==> config.mk <==
export PLATFORM = sky130hd
export DESIGN_NAME = pkt_rr_arbiter
export DESIGN_NICKNAME = d
export VERILOG_FILES = /design/src/rtl/pkt_rr_arbiter.sv
export SDC_FILE = /design/constraint.sdc
export NUM_CORES = 1
export LEC_CHECK = 0
export CAP_MARGIN = 30
export CORE_UTILIZATION = 35
export CTS_CLUSTER_DIAMETER = 120
export DETAILED_ROUTE_END_ITERATION = 8
export DONT_BUFFER_PORTS = 1
export PLACE_DENSITY = 0.45
export SYNTH_ARGS = -nofsm -noshare
export SYNTH_HDL_FRONTEND = slang
export SYNTH_SLANG_ARGS = --single-unit
export TNS_END_PERCENT = 100
==> constraint.sdc <==
create_clock -name clk -period 4.3 [get_ports clk]
set_input_delay 1.29 -clock clk [delete_from_list [all_inputs] [get_ports clk]]
set_output_delay 1.29 -clock clk [all_outputs]
set_load 0.05 [all_outputs]
==> src/rtl/pkt_rr_arbiter.sv <==
// pkt_rr_arbiter
//
// Packet-level round-robin arbiter. Shares one downstream packet channel
// between N_REQ upstream sources. It grants one source at a time and holds
// that grant from the first beat of a packet to its last beat.
//
// Handshake: a beat moves on a rising edge when valid and ready are both
// high on that channel. A source may drop valid at any time; ready never
// depends on the valid of the same channel.
//
// Ports:
//   clk        sole clock, rising edge
//   rst        synchronous active-high reset
//   in_valid   [N_REQ]         per-requester beat valid
//   in_data    [N_REQ*DATA_W]  per-requester payload, requester i at [i*DATA_W +: DATA_W]
//   in_last    [N_REQ]         per-requester last-beat flag
//   in_ready   [N_REQ]         per-requester beat accept
//   out_valid  granted beat valid
//   out_data   [DATA_W]        granted payload
//   out_last   granted last flag
//   out_ready  downstream accept
//   out_src    [SRC_W]         index of current / most recent grant
//   busy       high while a packet is locked (FSM state is LOCKED)
//   pkt_count  [16]            completed packets, wraps silently
module pkt_rr_arbiter #(
    parameter int N_REQ  = 4,
    parameter int DATA_W = 32,
    parameter int SRC_W  = $clog2(N_REQ)
) (
    input  logic                    clk,
    input  logic                    rst,
    input  logic [N_REQ-1:0]        in_valid,
    input  logic [N_REQ*DATA_W-1:0] in_data,
    input  logic [N_REQ-1:0]        in_last,
    output logic [N_REQ-1:0]        in_ready,
    output logic                    out_valid,
    output logic [DATA_W-1:0]       out_data,
    output logic                    out_last,
    input  logic                    out_ready,
    output logic [SRC_W-1:0]        out_src,
    output logic                    busy,
    output logic [15:0]             pkt_count
);

    typedef enum logic {
        IDLE   = 1'b0,
        LOCKED = 1'b1
    } state_t;

    state_t           state, state_next;
    logic [SRC_W-1:0] ptr, ptr_next;
    logic [SRC_W-1:0] grant, grant_next;
    logic [15:0]      count, count_next;

    logic             found;
    logic [SRC_W-1:0] winner;

    // Unpack the flat payload bus so the granted lane can be selected by index.
    logic [DATA_W-1:0] data_arr [N_REQ];

    for (genvar i = 0; i < N_REQ; i++) begin : g_unpack
        assign data_arr[i] = in_data[i*DATA_W +: DATA_W];
    end

    // Round-robin scan starting at ptr. The sum is one bit wider than an
    // index so the wrap test works for any N_REQ, power of two or not.
    always_comb begin : arb_scan
        logic [SRC_W:0] sum;
        found  = 1'b0;
        winner = '0;
        sum    = '0;
        for (int k = 0; k < N_REQ; k++) begin
            sum = {1'b0, ptr} + (SRC_W+1)'(k);
            if (sum >= (SRC_W+1)'(N_REQ)) begin
                sum = sum - (SRC_W+1)'(N_REQ);
            end
            if (!found && in_valid[sum[SRC_W-1:0]]) begin
                found  = 1'b1;
                winner = sum[SRC_W-1:0];
            end
        end
    end

    // Next-state and output logic.
    always_comb begin
        state_next = state;
        ptr_next   = ptr;
        grant_next = grant;
        count_next = count;
        in_ready   = '0;
        out_valid  = 1'b0;
        out_data   = '0;
        out_last   = 1'b0;

        case (state)
            IDLE: begin
                if (found) begin
                    grant_next = winner;
                    state_next = LOCKED;
                end
            end
            LOCKED: begin
                out_valid       = in_valid[grant];
                out_data        = data_arr[grant];
                out_last        = in_last[grant];
                in_ready[grant] = out_ready;
                // Only a completed packet moves the pointer; a grant alone
                // leaves it where it is.
                if (in_valid[grant] && out_ready && in_last[grant]) begin
                    state_next = IDLE;
                    ptr_next   = (grant == SRC_W'(N_REQ - 1)) ? '0 : grant + 1'b1;
                    count_next = count + 16'd1;
                end
            end
            default: state_next = IDLE;
        endcase
    end

    always_ff @(posedge clk) begin
        if (rst) begin
            state <= IDLE;
            ptr   <= '0;
            grant <= '0;
            count <= '0;
        end else begin
            state <= state_next;
            ptr   <= ptr_next;
            grant <= grant_next;
            count <= count_next;
        end
    end

    assign out_src   = grant;
    assign busy      = (state == LOCKED);
    assign pkt_count = count;

endmodule

== Yosys cells after proc, flatten, opt, wreduce, memory -nomap -nowiden ==
Cells that the tools add are included.

* Equal/unequal tests: 1
* Multiplexer cells: 37
* Bitwise logic cells: 3
* $mul: 0
* $lt $le $gt $ge: 11
* Reductions and logical operators: 11
* Add/sub/neg operators: 9
* Div/mod/pow operators: 0
* Shift operators: 0

{| class="wikitable"
|+ Operator list
! cell !! number
|-
| $mux W32 || 3
|-
| $bmux W32 S2 || 1
|-
| $mux W2 || 9
|-
| $add A16 B1 Y16 const B || 1
|-
| $lt A2 B3 Y1 const B || 5
|-
| $mux W1 || 15
|-
| $bmux W1 S2 || 6
|-
| $ge A3 B3 Y1 const B || 4
|-
| $sub A2 B1 Y2 const B || 4
|-
| $add A2 B2 Y3 const B || 2
|-
| $logic_and A1 B1 Y1 || 6
|-
| $and A4 B4 Y4 || 1
|-
| $mux W4 || 1
|-
| $reduce_and A2 Y1 || 2
|-
| $add A2 B1 Y3 const B || 1
|-
| $ge A2 B3 Y1 const B || 1
|-
| $logic_not A1 Y1 || 3
|-
| $not A2 Y3 || 1
|-
| $add A2 B1 Y2 const B || 1
|-
| $demux W1 S2 || 1
|-
| $eq A2 B2 Y1 const B || 1
|-
| $ge A2 B1 Y1 const B || 1
|-
| $pmux W1 S2 || 1
|-
| $not A1 Y1 || 1
|}

* Logic and storage cells: 76
* Latch bits: 0
* Memory bits (writable): 0
* ROM bits: 0
* Memories kept: 0
* Register bits: 21
* Bits of input ports: 139
* Output and inout port bits: 57

== Depth between registers and ports, before layout ==
Gate-level depths: netlist of run 1.

* Depth in word-level cells: 16
* Gate-level depth with buffers: 7

== Worst setup path before layout of run 1 ==
No wires, ideal clock.

* Path type: input to output
* Start: input in_last[3]
* End: output out_last
* Arrival time: 2.643 ns
* Path slack: 0.367 ns
* Buffers on the path: 2
* Data required time: 3.010 ns
* Cell stages on the path: 5
* Cells stage by stage: mux2i_1 mux2_2 buf_2 buf_2 nor2_1

* Cells in the longest elaborated chain, start to end: 3

{| class="wikitable"
|+ Ends and longest elaborated chain
! item !! line !! RTL
|-
| from (decl) || 34 || <nowiki>input logic [N_REQ-1:0] in_last,</nowiki>
|-
| $bmux W1 S2 || 105 || <nowiki>out_last = in_last[grant];</nowiki>
|-
| $mux W1 (not written as such) || 105 ||
|-
| $mux W1 || 95 || <nowiki>case (state)</nowiki>
|-
| to (decl) || 38 || <nowiki>output logic out_last,</nowiki>
|}

No other way between the ends. The select of a mux whose other input is x is not followed.

== Worst setup path after layout of run 1 ==
* Start: input in_data[107]
* End: output out_data[11]

* Cells in the longest elaborated chain, start to end: 4

{| class="wikitable"
|+ Ends and longest elaborated chain
! item !! line !! RTL
|-
| from (decl) || 33 || <nowiki>input logic [N_REQ*DATA_W-1:0] in_data,</nowiki>
|-
| $bmux W32 S2 || 104 || <nowiki>out_data = data_arr[grant];</nowiki>
|-
| $mux W32 (not written as such) (2 in a row) || 104 ||
|-
| $mux W32 || 95 ||
|-
| to (decl) || 37 || <nowiki>output logic [DATA_W-1:0] out_data,</nowiki>
|}

No other way between the ends. The select of a mux whose other input is x is not followed.

==> reports/qor.txt, run 1 <==
outcome: complete, no violations
Post-CTS Repair Setup Buffers: 0
Clock transition at path regs: 0.08 ns
worst-case reg-to-reg path depth: 6
Synthesis Warnings: 0
met3 wire length: 664 um
Design Power: 0.645 mW
area occupied by multi-input gates: 1730 um2
Worst EP arrival: 2.13 ns
max_cap viols: 0
Initial DRT Pass Iterations: 4
area delta synth->final: 5.73%
Critical Path Source Type: input pin
vias in the first global route: 1871
Initial Utilization: 0.361
Seq cells post-synth: 21
Worst Tran Pin Value: 0.941 ns
Slew Viols, Final: 0
Synth area leaders: mux4_2 31%, dfxtp_1 18%, and2_1 9.3%, a21oi_1 3.3%, or4_1 3.3%
ANT nets after route: 0
slew margin rel.: 0.373
type of the tightest min-delay check: flop to flop
routability cong.: 0.948
# port buffers: 0
WS Path Type: input pin to output pin
# clock sinks: 21
M1 wire length: 2950 um
Die X: 82.9 um
critical path required time: 3.01 ns
Post-CTS Hold Buffers: 0
met2 routed WL: 3500 um
crit-path cells: mux4_2 > and2_1
CP endpoint kind: output pin
CORE AREA: 6350 um2
register area: 423 um2
Hold Path Stages: 2
total number of vias: 1988
EDFF count, synth: 0
Top FF cell, synth: dfxtp_1
syn nets: 380
final setup vio count: 0
fin nets: 370
Mapped Cells: 236
CTS Buffer Depth: 2
CTS tree: built
Worst VDD drop: 0.000145 V
first-pass GRT wire length: 10800 um
GRT overflow: 0
setup tns final: 0 ns
Yosys top cell area share: 0.315
Initial DRC Count: 87
RSZ-0062 raised after global routing: false
Final Hold Fails: 0
fill count: 636
CTS H-Tree Depth: 1
Fmax: 292 MHz
die area: 6870 um2
Critical Path Stages: 2
largest delay contributor family on the critical path: multiplexers
Mapped Avg Cell Area: 9.71 um2
Clock Tree Root: clkbuf_8
Netlist Area Pre-Place: 2290 um2
LEAKAGE: 0.756 nW
clock skew: 0.00184 ns
top sig layer: met5
leading area contributor after synthesis: mux4_2
fin area: 2420 um2
Pwr Density: 266 nW/um2
Worst path slowest cell: mux4_2
Final min period: 3.42 ns
initial antenna violation count: 4
count of unique library cells instantiated by Yosys: 38
I/O pins: 196
register area share after synthesis: 0.184
CP Max Fanout: 1
fin crit share: 0.796
ys async rst share: 0
Max stage delay on crit path: 0.45 ns
Util after Layout: 0.381
worst skew pair latency: 0.26 ns
GRT Util Overall: 0.202
final WL: 7250 um
WL/cell: 23.8 um
CTS buffer count: 3
# resized after CTS: 0
WP buf/inv: 0
cell row count: 29
layout cells sized above 1: 0.227
dpl hpwl: 5800 um
placed cell areas: 2370 um2
DRC: 0
Via density: 6.54
largest net degree at the start of global routing: 44
die height: 82.9 um
==> worst reg2reg max path, delay by kind of cell (launching register included) <==
kind,cells,cell delay [ns]
simple gates,2,0.55
buf+inv,2,0.34
mux,1,0.37
flops,1,0.50
compound gates,1,0.56
==> layer usage <==
metal	vias up	global-route usage
li1	905	-
met1	966	0.257
met2	101	0.326
met3	12	0.0596
met4	4	0.0674
met5	-	0
==> synth_stat cells, drive strengths merged, types with 2 or more instances <==
cell     n
nand3    9
and4     2
dfxtp   21
or4     10
o31ai    9
o311ai   2
nor2b    6
nor4     3
nand2    6
and2    34
nor2     6
o21ai    6
inv      8
and3     7
buf     13
o41ai    2
ha       5
o22ai    2
clkbuf  10
mux4    32
a21oi   15
or3      2
nand4    6
mux2     4
mux2i    5
==> placed cells by master (no fill, tap or decap), types with 7 or more instances in the layout <==
cell type	netlist	final
and3_1	7	7
dfxtp_1	21	19
o31ai_1	9	9
a21oi_1	15	15
inv_1	8	8
and2_1	34	34
mux4_2	32	32
or4_1	10	10
nand3_1	9	9
==> cell type report <==
cell class                      count  area share
Clock buffer                        3      0.0170
Antenna cell                        2     0.00207
Timing Repair Buffer                8      0.0382
Sequential cell                    21       0.175
Tap cell                           77      0.0398
Multi-Input combinational cell    184       0.714
Clock inverter                      1     0.00207
Inverter                            8      0.0124
==> registers in the layout (all words and copies together) (netlist names) <==
name	count
pkt_count	16
out_src	2
ptr	2
busy	1
==> through the flow <==
step / worst slack, ns / hold WS [ns] / std cells
after detailed placement: 0.889 / 0.526 / 298
after global placement: 0.884 / 0.516 / 297
after CTS: 0.888 / 0.539 / 302
after floorplan: 0.367 / 0.493 / 236
after global routing: 0.880 / 0.561 / 304
final: 0.879 / 0.535 / 304
==> final timing paths <==
kind / slack, ns / start / endpoint
setup / recovery: 0.88 / in_data[107] / out_data[11]
hold / removal: 0.54 / ptr[0] / ptr[0]
setup reg to reg: 1.88 / busy / pkt_count[13]
hold reg to reg: 0.54 / ptr[0] / ptr[0]
==> kinds of logic (layout without fill, tap and decap cells) <==
kind of cell             after synthesis  in the layout  synth area share
AO/OA/AOI/OAI                         43             43             0.121
adder cells (fa/ha/maj)                5              5            0.0273
buffers and inverters                 31             20            0.0617
flip-flops                            21             21             0.184
multiplexers                          41             41             0.356
other                                  0              2                 0
AND/OR/NAND/NOR                       95             95             0.251
==> report_power, final <==
part | switching [mW] | total, mW | internal [mW]
registers | 0.00755 | 0.206 | 0.198
clock network | 0.0648 | 0.129 | 0.0645
logic | 0.211 | 0.310 | 0.0993
Note: power is estimated with default switching activity, not from simulation.
==> inputs of run 2 (changes only) <==
clock period = 3.4 ns   (was 4.3 ns; I/O delays follow)
==> run 2 against run 1 <==
Effect of this change:
- sequential power rose by 32%
- worst hold slack better by 0.0067 ns
- total power rose by 27%
- non-clock buffer count grew 3
- utilization grew 0.35 points
- global-route usage decreased by 0.69 points
- count of clock-buffer cells in the layout stayed put
- first-iteration DRC count increased by 64%
- critical path depth grew 1
- critical endpoint unchanged
- die area stayed put
- largest cell class unchanged
- clock power increased by 32%
==> reports/qor.txt, run 2 (synthesis results as in run 1) <==
final std cells w/o fill: 309
Worst EP arrival: 2.04 ns
Via density: 6.45
CP Max Fanout: 18
# port buffers: 0
# resized after CTS: 0
final WL: 7230 um
setup tns final: 0 ns
Fmax: 327 MHz
sequential share of power: 0.329
outcome: complete, no violations
Post-CTS Hold Buffers: 0
first-pass GRT wire length: 10500 um
Die X: 82.9 um
Util after Layout: 0.385
cell row count: 29
total number of vias: 1993
Critical Path Source Type: flop
area delta synth->final: 6.72%
area occupied by multi-input gates: 1730 um2
CORE AREA: 6350 um2
type of the tightest min-delay check: flop to flop
vias in the first global route: 1864
Worst setup startpoint: out_src[0]
register area: 423 um2
Worst VDD drop: 0.000150 V
critical path required time: 2.38 ns
layout cells sized above 1: 0.237
dpl hpwl: 5840 um
Initial Utilization: 0.361
Initial DRC Count: 143
max reg flops: 16
Initial DRT Pass Iterations: 4
worst-case reg-to-reg path depth: 5
worst setup path endpoint: out_data[11]
Slew Viols, Final: 0
GRT overflow: 0
initial antenna violation count: 6
WL/cell: 23.4 um
clock network fraction of total power: 0.206
largest net degree at the start of global routing: 31
Final Hold Fails: 0
Clock Tree Root: clkbuf_8
RSZ-0062 raised after global routing: false
WS Path Type: flop to output pin
commonest non-fill, non-tap cell in the layout: and2_1
Final min period: 3.06 ns
Comb pwr share: 0.464
cell-internal power: 0.461 mW
routability cong.: 0.965
LEAKAGE: 0.763 nW
Worst Tran Pin Value: 0.699 ns
Clock transition at path regs: 0.08 ns
DRC: 0
# clock sinks: 21
clock skew: 0.00101 ns
fill count: 647
Sw Share: 0.440
ANT nets after route: 0
switching pwr: 0.362 mW
I/O pins: 196
reg-to-reg endpoint: pkt_count[4]
die height: 82.9 um
CTS H-Tree Depth: 1
fin area: 2440 um2
FF-to-FF Start: busy
R2R Setup Slk: 1.01 ns
CTS Buffer Depth: 2
Post-CTS Repair Setup Buffers: 0
dpl cells: 301
max_cap viols: 0
CTS tree: built
worst skew pair latency: 0.26 ns
GRT Util Overall: 0.195
final setup vio count: 0
fin crit share: 0.901
CTS buffer count: 3
CP endpoint kind: output pin
placed cell areas: 2390 um2
Design Power: 0.823 mW
fin nets: 373
most frequent cells in the layout: 34 x and2_1, 32 x mux4_2, 19 x dfxtp_1
slew margin rel.: 0.534
die area: 6870 um2
Pwr Density: 336 nW/um2
[run 2: power by group through the flow]
stage / registers (mW) / clock network (mW) / logic [mW]
2_1_floorplan: 0.274 / 0 / 0.343
3_3_place_gp: 0.277 / 0 / 0.383
3_5_place_dp: 0.277 / 0 / 0.384
4_1_cts: 0.271 / 0.176 / 0.384
5_1_grt: 0.274 / 0.185 / 0.399
6_report: 0.271 / 0.170 / 0.382
[run 2: cell type report]
type,count,share of cell area
clock buffers,3,0.0169
diodes,4,0.00409
multi-input cells,184,0.707
inverters,8,0.0123
clock inverters,1,0.00307
flip-flops and latches,21,0.173
repair buffers,11,0.0440
well taps,77,0.0394
[run 2: worst max-delay path: stages, from the launching register on]
cell,delay [ns]
dfxtp_2,0.62
buf_12,0.24
mux4_2,0.53
and2_1,0.38
[run 2: worst min-delay path by stage]
| stage | slack [ns] | to | cells past startpoint | from |
|---|---|---|---|---|
| finish | 0.54 | ptr[0] | 2 | ptr[0] |
| global route | 0.57 | ptr[0] | 2 | ptr[0] |
| CTS | 0.54 | ptr[0] | 2 | ptr[0] |
| detailed placement | 0.53 | ptr[0] | 2 | ptr[0] |
| global placement | 0.52 | ptr[0] | 2 | ptr[0] |
| floorplan | 0.49 | ptr[0] | 2 | ptr[0] |
[run 2: routing by layer]
metal,vias to the layer above,part of all wire,global-route usage
li1,913,-,-
met1,948,0.42,0.248
met2,120,0.48,0.323
met3,8,0.089,0.0606
met4,4,0.0065,0.0439
met5,-,0.0035,0
[run 2: metrics by stage]
| step | hold slack (ns) | setup WS [ns] |
|---|---|---|
| final | 0.542 | 0.338 |
| after floorplan | 0.493 | 0.00734 |
| after global placement | 0.518 | 0.524 |
| after global routing | 0.570 | 0.244 |
| after detailed placement | 0.527 | 0.526 |
| after CTS | 0.541 | 0.313 |
==> inputs of run 3 (changes only) <==
RECOVER_POWER = 25   (was default)
REMOVE_ABC_BUFFERS = 1   (was default)
==> run 3 against run 2 <==
Effect of this change:
- utilization decreased by 1.1 points
- first-iteration DRC count shrank 65%
- combinational power down 9.7%
- register-to-register slack got worse by 0.23 ns
- critical path depth shrank 1
- global-route usage grew 0.19 points
- design area fell by 3.0%
- setup slack worse by 0.12 ns
- critical path type unchanged
- highest routed layer unchanged
==> reports/qor.txt, run 3 (synthesis results as in run 1) <==
final setup vio count: 0
worst skew pair latency: 0.27 ns
Worst EP arrival: 2.16 ns
CP Max Fanout: 43
most frequent cells in the layout: 34 x and2_1, 32 x mux4_2, 18 x dfxtp_1
Sw Share: 0.442
GRT Util Overall: 0.197
clock skew: 0.00709 ns
area delta synth->final: 3.55%
Max stage delay on crit path: 0.92 ns
max_cap viols: 0
Slew Viols, Final: 0
die area: 6870 um2
Worst path slowest cell: dfxtp_4
Final min period: 3.18 ns
layout cells sized above 1: 0.220
Initial DRC Count: 50
WL/cell: 23.5 um
dpl hpwl: 5560 um
CORE AREA: 6350 um2
outcome: complete, no violations
CTS H-Tree Depth: 1
placed cell areas: 2330 um2
initial antenna violation count: 1
LEAKAGE: 0.733 nW
CTS tree: built
switching pwr: 0.358 mW
met2 GRT Util: 0.332
final WL: 7060 um
Critical Path Source Type: flop
Placement Setup Slack: 0.476 ns
R2R Setup Slk: 0.78 ns
GR Util met3: 0.0427
fin crit share: 0.935
Worst Tran Pin Value: 0.936 ns
# port buffers: 0
largest delay contributor family on the critical path: flip-flops
first-pass GRT wire length: 10700 um
Die X: 82.9 um
CTS buffer count: 3
type of the tightest min-delay check: flop to flop
fin nets: 368
fill count: 631
# clock sinks: 21
Inserted Diodes: 0
Final Hold Fails: 0
crit-path cells: mux4_2 > and2_1
Fmax: 315 MHz
worst setup path endpoint: out_data[1]
clock network fraction of total power: 0.210
RSZ-0062 raised after global routing: false
Comb pwr share: 0.426
Worst setup startpoint: out_src[0]
reg-to-reg endpoint: pkt_count[15]
I/O pins: 196
GR peak layer: met2
slew margin rel.: 0.376
cell row count: 29
critical path required time: 2.38 ns
DRC: 0
# resized after CTS: 0
Worst VDD drop: 0.000190 V
Post-CTS Hold Buffers: 0
WS Path Type: flop to output pin
worst-case reg-to-reg path depth: 4
routability cong.: 0.812
max reg flops: 16
largest net degree at the start of global routing: 44
commonest non-fill, non-tap cell in the layout: and2_1
CTS Buffer Depth: 2
WP buf/inv: 0
register area: 427 um2
CP endpoint kind: output pin
area occupied by multi-input gates: 1730 um2
Initial DRT Pass Iterations: 4
vias in the first global route: 1932
total number of vias: 1942
Clock transition at path regs: 0.08 ns
Via density: 6.47
Post-CTS Repair Setup Buffers: 0
sequential share of power: 0.364
ANT nets after route: 0
M1 GR Usage: 0.250
Pwr Density: 341 nW/um2
FF-to-FF Start: out_src[0]
cell-internal power: 0.452 mW
Critical Path Stages: 2
worst setup margin: 0.221 ns
fin area: 2370 um2
GRT overflow: 0
Initial Utilization: 0.361
Clock Tree Root: clkbuf_8
die height: 82.9 um
==> run 3: changes by cell type in the layout (fill, tap and decap cells not counted) <==
cell	before	now
dfxtp_1	19	18
dfxtp_4	0	1
clkbuf_1	0	1
buf_4	9	6
diode_2	4	0
clkinvlp_4	1	0
buf_12	2	0
==> run 3: layout make-up <==
cell class / instances / share of cell area
inverters: 8 / 0.0127
repair buffers: 6 / 0.0190
multi-input cells: 184 / 0.729
clock buffers: 4 / 0.0190
well taps: 77 / 0.0406
flip-flops and latches: 21 / 0.180
==> run 3: how the worst min path moves through the flow <==
stage	endpoint	startpoint	cells after the start
floorplan	ptr[0]	ptr[0]	2
global placement	ptr[0]	ptr[0]	2
global route	ptr[0]	ptr[0]	2
finish	ptr[0]	ptr[0]	2
CTS	ptr[0]	ptr[0]	2
detailed placement	ptr[0]	ptr[0]	2
==> run 3: metrics by stage <==
step | power [mW] | setup TNS, ns | hold slack (ns) | util | instances
4_1_cts | 0.818 | 0 | 0.541 | 0.374 | 300
2_1_floorplan | 0.605 | -21.64 | 0.487 | - | 213
5_1_grt | 0.849 | 0 | 0.576 | 0.374 | 300
6_report | 0.810 | 0 | 0.542 | 0.374 | 300
3_3_place_gp | 0.645 | 0 | 0.519 | 0.367 | 296
3_5_place_dp | 0.648 | 0 | 0.530 | 0.367 | 296
==> run 3: power by group through the flow <==
stage	Combinational, mW	Clock, mW	Sequential, mW
6_report	0.345	0.170	0.295
5_1_grt	0.360	0.188	0.301
4_1_cts	0.346	0.175	0.296
3_5_place_dp	0.345	0	0.302
3_3_place_gp	0.342	0	0.303
2_1_floorplan	0.305	0	0.300
==> run 3: worst min-delay path, cell delays in order, from the launching register on <==
cell	delay, ns
dfxtp_1	0.36
o21ai_0	0.09
a21oi_1	0.06
==> run 3: per-layer routing <==
metal	share of wire	vias up
met5	0.0018	-
li1	-	900
met2	0.49	93
met3	0.075	12
met4	0.018	2
met1	0.41	935
==> edit 1: new RTL, flow settings as in run 3 <==
The parameter `DATA_W` goes from 32 to 48.
--- a/src/rtl/pkt_rr_arbiter.sv
+++ b/src/rtl/pkt_rr_arbiter.sv
@@ -25,5 +25,5 @@
 module pkt_rr_arbiter #(
     parameter int N_REQ  = 4,
-    parameter int DATA_W = 32,
+    parameter int DATA_W = 48,
     parameter int SRC_W  = $clog2(N_REQ)
 ) (
Ports: changed (resized in_data and out_data); port bits go from 196 to 276. The function was not compared with the original's and may differ.
==> edit 1 against run 3 <==
  * Worst hold slack improved by 0.013 ns
  * Area after synthesis rose by 23%
  * Worst setup slack improved by 0.093 ns
  * Critical path depth rose by 1
  * Global-route usage rose by 6.5 points
  * Routed wire length rose by 63%
  * Sequential cell count did not move
  * Power rose by 20%
  * Final area rose by 26%
  * Largest cell class unchanged
  * Highest routed layer unchanged
==> edit 1: results (changes against run 3) <==
Seq/Total Area, Yosys=15.0% (-3.4 points); CP max FO=22 (-49%); sequential cells=21 (unchanged); clock network area share=1.51% (-0.39 points); # diodes=8 (+8); peak supply drop=0.141 mV (-26%); top cells by area, synth=mux4_2 (39%), dfxtp_1 (15%), and2_1 (11%); non-clock buffer count=14 (+8); Fillers=764 (+21%); final non-filler cell area=2990 sq um (+26%); sequential cell area share=14.3% (-3.7 points); # nets final=475 (+29%); reg2reg start=busy$_SDFF_PP0_; Clock Skews=0.00455 ns (-0.00254 ns); Inverters excl. clock=8 (unchanged); Reg-to-Reg End=pkt_count[9]$_SDFFE_PP0P_; Post-synth top cells=and2_1 (49), mux4_2 (48), dfxtp_1 (21); first-pass GRT wire length=15,900 um (+48%); share of layout cells above drive strength 1=28.9% (+7.0 points); reg2reg setup slack=0.71 ns (-0.07 ns); routability cong.=1.00 (+23%); Slowest-stage cell, CP=dfxtp_4; Vias=2,540 (+31%); number of global-route vias before repair=2,309 (+20%); Hold WC Path Type=reg2reg; 1st-iter DRT viols=164 (+230%); Num CTS Buffers=3 (unchanged); Hold Crit Depth=2 (unchanged); NonClk Buf Share=3.68% (+1.8 points); post-synthesis compound-gate area fraction=7.71% (-4.4 points); worst r2r path cells=5 (+1); Largest register FFs=16 (unchanged); Synth Area in XOR/XNOR=0% (unchanged); total track usage=26.2% (+6.5 points); Static Leak=0.000916 uW (+25%); multi-input combinational area share=74.6% (+1.7 points); multi-input gate count=219 (+19%); Skew-Pair Late Insertion Delay=0.26 ns; Worst Path Arrival=2.07 ns (-0.09 ns); mux cell area share after synthesis=43.6% (+8.0 points); core box area=7730 sq um (+22%); Critical Path End=out_data[12]; Post-DP HPWL=9630 um (+73%); DR WL/cell=30.7 um (+30%); adder-cell share of the synthesized area=2.23% (-0.50 points); CP peak stage delay=0.56 ns (-0.36 ns); Post-DP Area=2930 sq um (+26%); pin count of the biggest net entering global routing=33 (-25%); count of unique library cells instantiated by Yosys=39 (+2.6%); status=finished, final reports clean; Post CTS Setup Buffer Count=0 (unchanged); initial antenna violation count=12 (+11); worst slew pin tran=0.916 ns (-0.0197 ns); clk_buf instances=4 (unchanged)
-- edit 1: changes by cell type after synthesis, moves of 3 or more --
cell      before  now
nor2_1         6   12
mux2_2         4    7
nor4_2         0    4
and2_1        34   49
mux4_2        32   48
clkbuf_1      10   14
-- edit 1: where the power goes --
| part | total (uW) | internal, uW | switching (uW) |
|---|---|---|---|
| clock | 167 | 83.4 | 83.2 |
| sequential | 282 | 250 | 31.5 |
| combinational | 525 | 173 | 352 |
-- edit 1: layer usage --
metal  vias to the layer above  track usage, %  routed length, um  share of wire, %
met5                         -            12.8                 98              0.85
met1                      1257            36.2               4700                41
met3                        12            16.2               1890                16
li1                       1073               -                  -                 -
met4                         6            2.91                 64              0.56
met2                       192            34.0               4770                41
-- edit 1: metrics by stage --
step	power, uW	setup WS (ns)	hold slack (ns)	std cells
floorplan	747	-1.33	0.487	248
global placement	810	0.490	0.525	364
detailed placement	813	0.495	0.534	364
CTS	982	0.265	0.546	368
global route	1010	0.200	0.630	374
finish	973	0.314	0.555	376
==> edit 2: new RTL, flow settings as in run 3 <==
Without the edit above. Register the output `pkt_count` once more, with the module's reset; this adds one clock of latency there. The other outputs are not delayed to match.
--- a/src/rtl/pkt_rr_arbiter.sv
+++ b/src/rtl/pkt_rr_arbiter.sv
@@ -133,5 +133,11 @@
     assign out_src   = grant;
     assign busy      = (state == LOCKED);
-    assign pkt_count = count;
+    always_ff @(posedge clk) begin
+        if (rst) begin
+            pkt_count <= '0;
+        end else begin
+            pkt_count <= count;
+        end
+    end
 
 endmodule
Formal check against the unedited RTL: not equivalent (Yosys sat finds a counterexample within 4 cycles, from zero or initial values and one cycle with rst high).
==> edit 2 against run 3 <==
  * Worst setup slack got worse by 0.037 ns
  * Clock power up 97%
  * Sequential power is 56% higher
  * Area after synthesis up 17%
  * Sequential cell count rose by 16
  * Power up 34%
  * Utilization is 1.6 points higher
  * Routed wire length increased by 17%
  * Final area grew 21%
  * Largest cell class unchanged
==> edit 2: results (changes against run 3) <==
worst r2r path cells=3 (-1); status=finished, final reports clean; peak supply drop=0.252 mV (+33%); Fillers=718 (+14%); mux cell area share after synthesis=35.6% (about the same); Synth Instances=256 (+8.5%); Sequential Area=746 sq um (+75%); count of unique library cells instantiated by Yosys=37 (-2.6%); PwrDens=380 nW/um^2 (+11%); multi-input gate count=193 (+4.9%); total track usage=19.8% (+0.17 points); Static Leak=0.000963 uW (+31%); Reg-to-Reg End=count[3]$_SDFFE_PP0P_; Worst Path Arrival=2.20 ns (+0.04 ns); Skew-Pair Late Insertion Delay=0.29 ns (+0.02 ns); Post-synth top cells=dfxtp_1 (37), and2_1 (33), mux4_2 (32); sequential cells=37 (+76%); Seq/Total Area, Yosys=27.7% (+9.3 points); Hold EP=pkt_count[15]$_SDFF_PP0_; reg2reg setup slack=0.95 ns (+0.17 ns); # nets final=393 (+6.8%); Post-DP HPWL=6640 um (+19%); Pre-antenna DRT Iters=5 (+1); fin util=39.0% (+1.6 points); Inverters excl. clock=5 (-3); hold path start=count[15]$_SDFFE_PP0P_; 1st-iter DRT viols=100 (+100%); Sw Ratio=34.3% (-9.9 points); Num CTS Buffers=5 (+2)
[edit 2: cell types whose count changed in the layout (fill, tap and decap cells not counted), sizes merged, moves of 4 or more]
cell,before,now
mux2,4,15
nor2b,6,16
nor3,0,6
nor2,6,18
a21oi,15,8
or4,10,1
dfxtp,21,37
nand3,9,13
o31ai,9,0
[edit 2: per-stage QoR]
stage | setup TNS, ns | setup slack (ns) | hold slack (ns)
after global routing | 0 | 0.0704 | 0.505
after CTS | 0 | 0.161 | 0.488
after global placement | 0 | 0.478 | 0.473
final | 0 | 0.185 | 0.485
after floorplan | -21.48 | -0.679 | 0.457
after detailed placement | 0 | 0.486 | 0.470
[edit 2: power by group through the flow]
stage          logic (uW)  clock network [uW]  registers, uW
2_1_floorplan         251                   0            478
3_3_place_gp          292                   0            470
3_5_place_dp          292                   0            470
4_1_cts               293                 343            460
5_1_grt               308                 361            462
6_report              292                 335            459
[edit 2: how the worst max path moves through the flow]
stage                     depth (start not counted)      endpoint                     from  slack (ns)
final                                             2   out_data[7]  out_src[0]$_SDFFE_PP0P_        0.18
after global routing                              2  out_data[14]  out_src[0]$_SDFFE_PP0P_        0.07
after CTS                                         2  out_data[15]  out_src[0]$_SDFFE_PP0P_        0.16
after detailed placement                          2   out_data[4]  out_src[0]$_SDFFE_PP0P_        0.49
after global placement                            2  out_data[15]  out_src[0]$_SDFFE_PP0P_        0.48
after floorplan                                   2      out_last  out_src[0]$_SDFFE_PP0P_       -0.68
[edit 2: per-layer routing]
layer / up-vias / share of wire [%] / wire length [um] / track usage, %
met5: - / 0.29 / 24 / 0
li1: 949 / - / - / -
met1: 1027 / 40 / 3270 / 22.8
met2: 115 / 50 / 4140 / 34.4
met3: 18 / 8.3 / 685 / 7.48
met4: 4 / 1.7 / 141 / 5.48
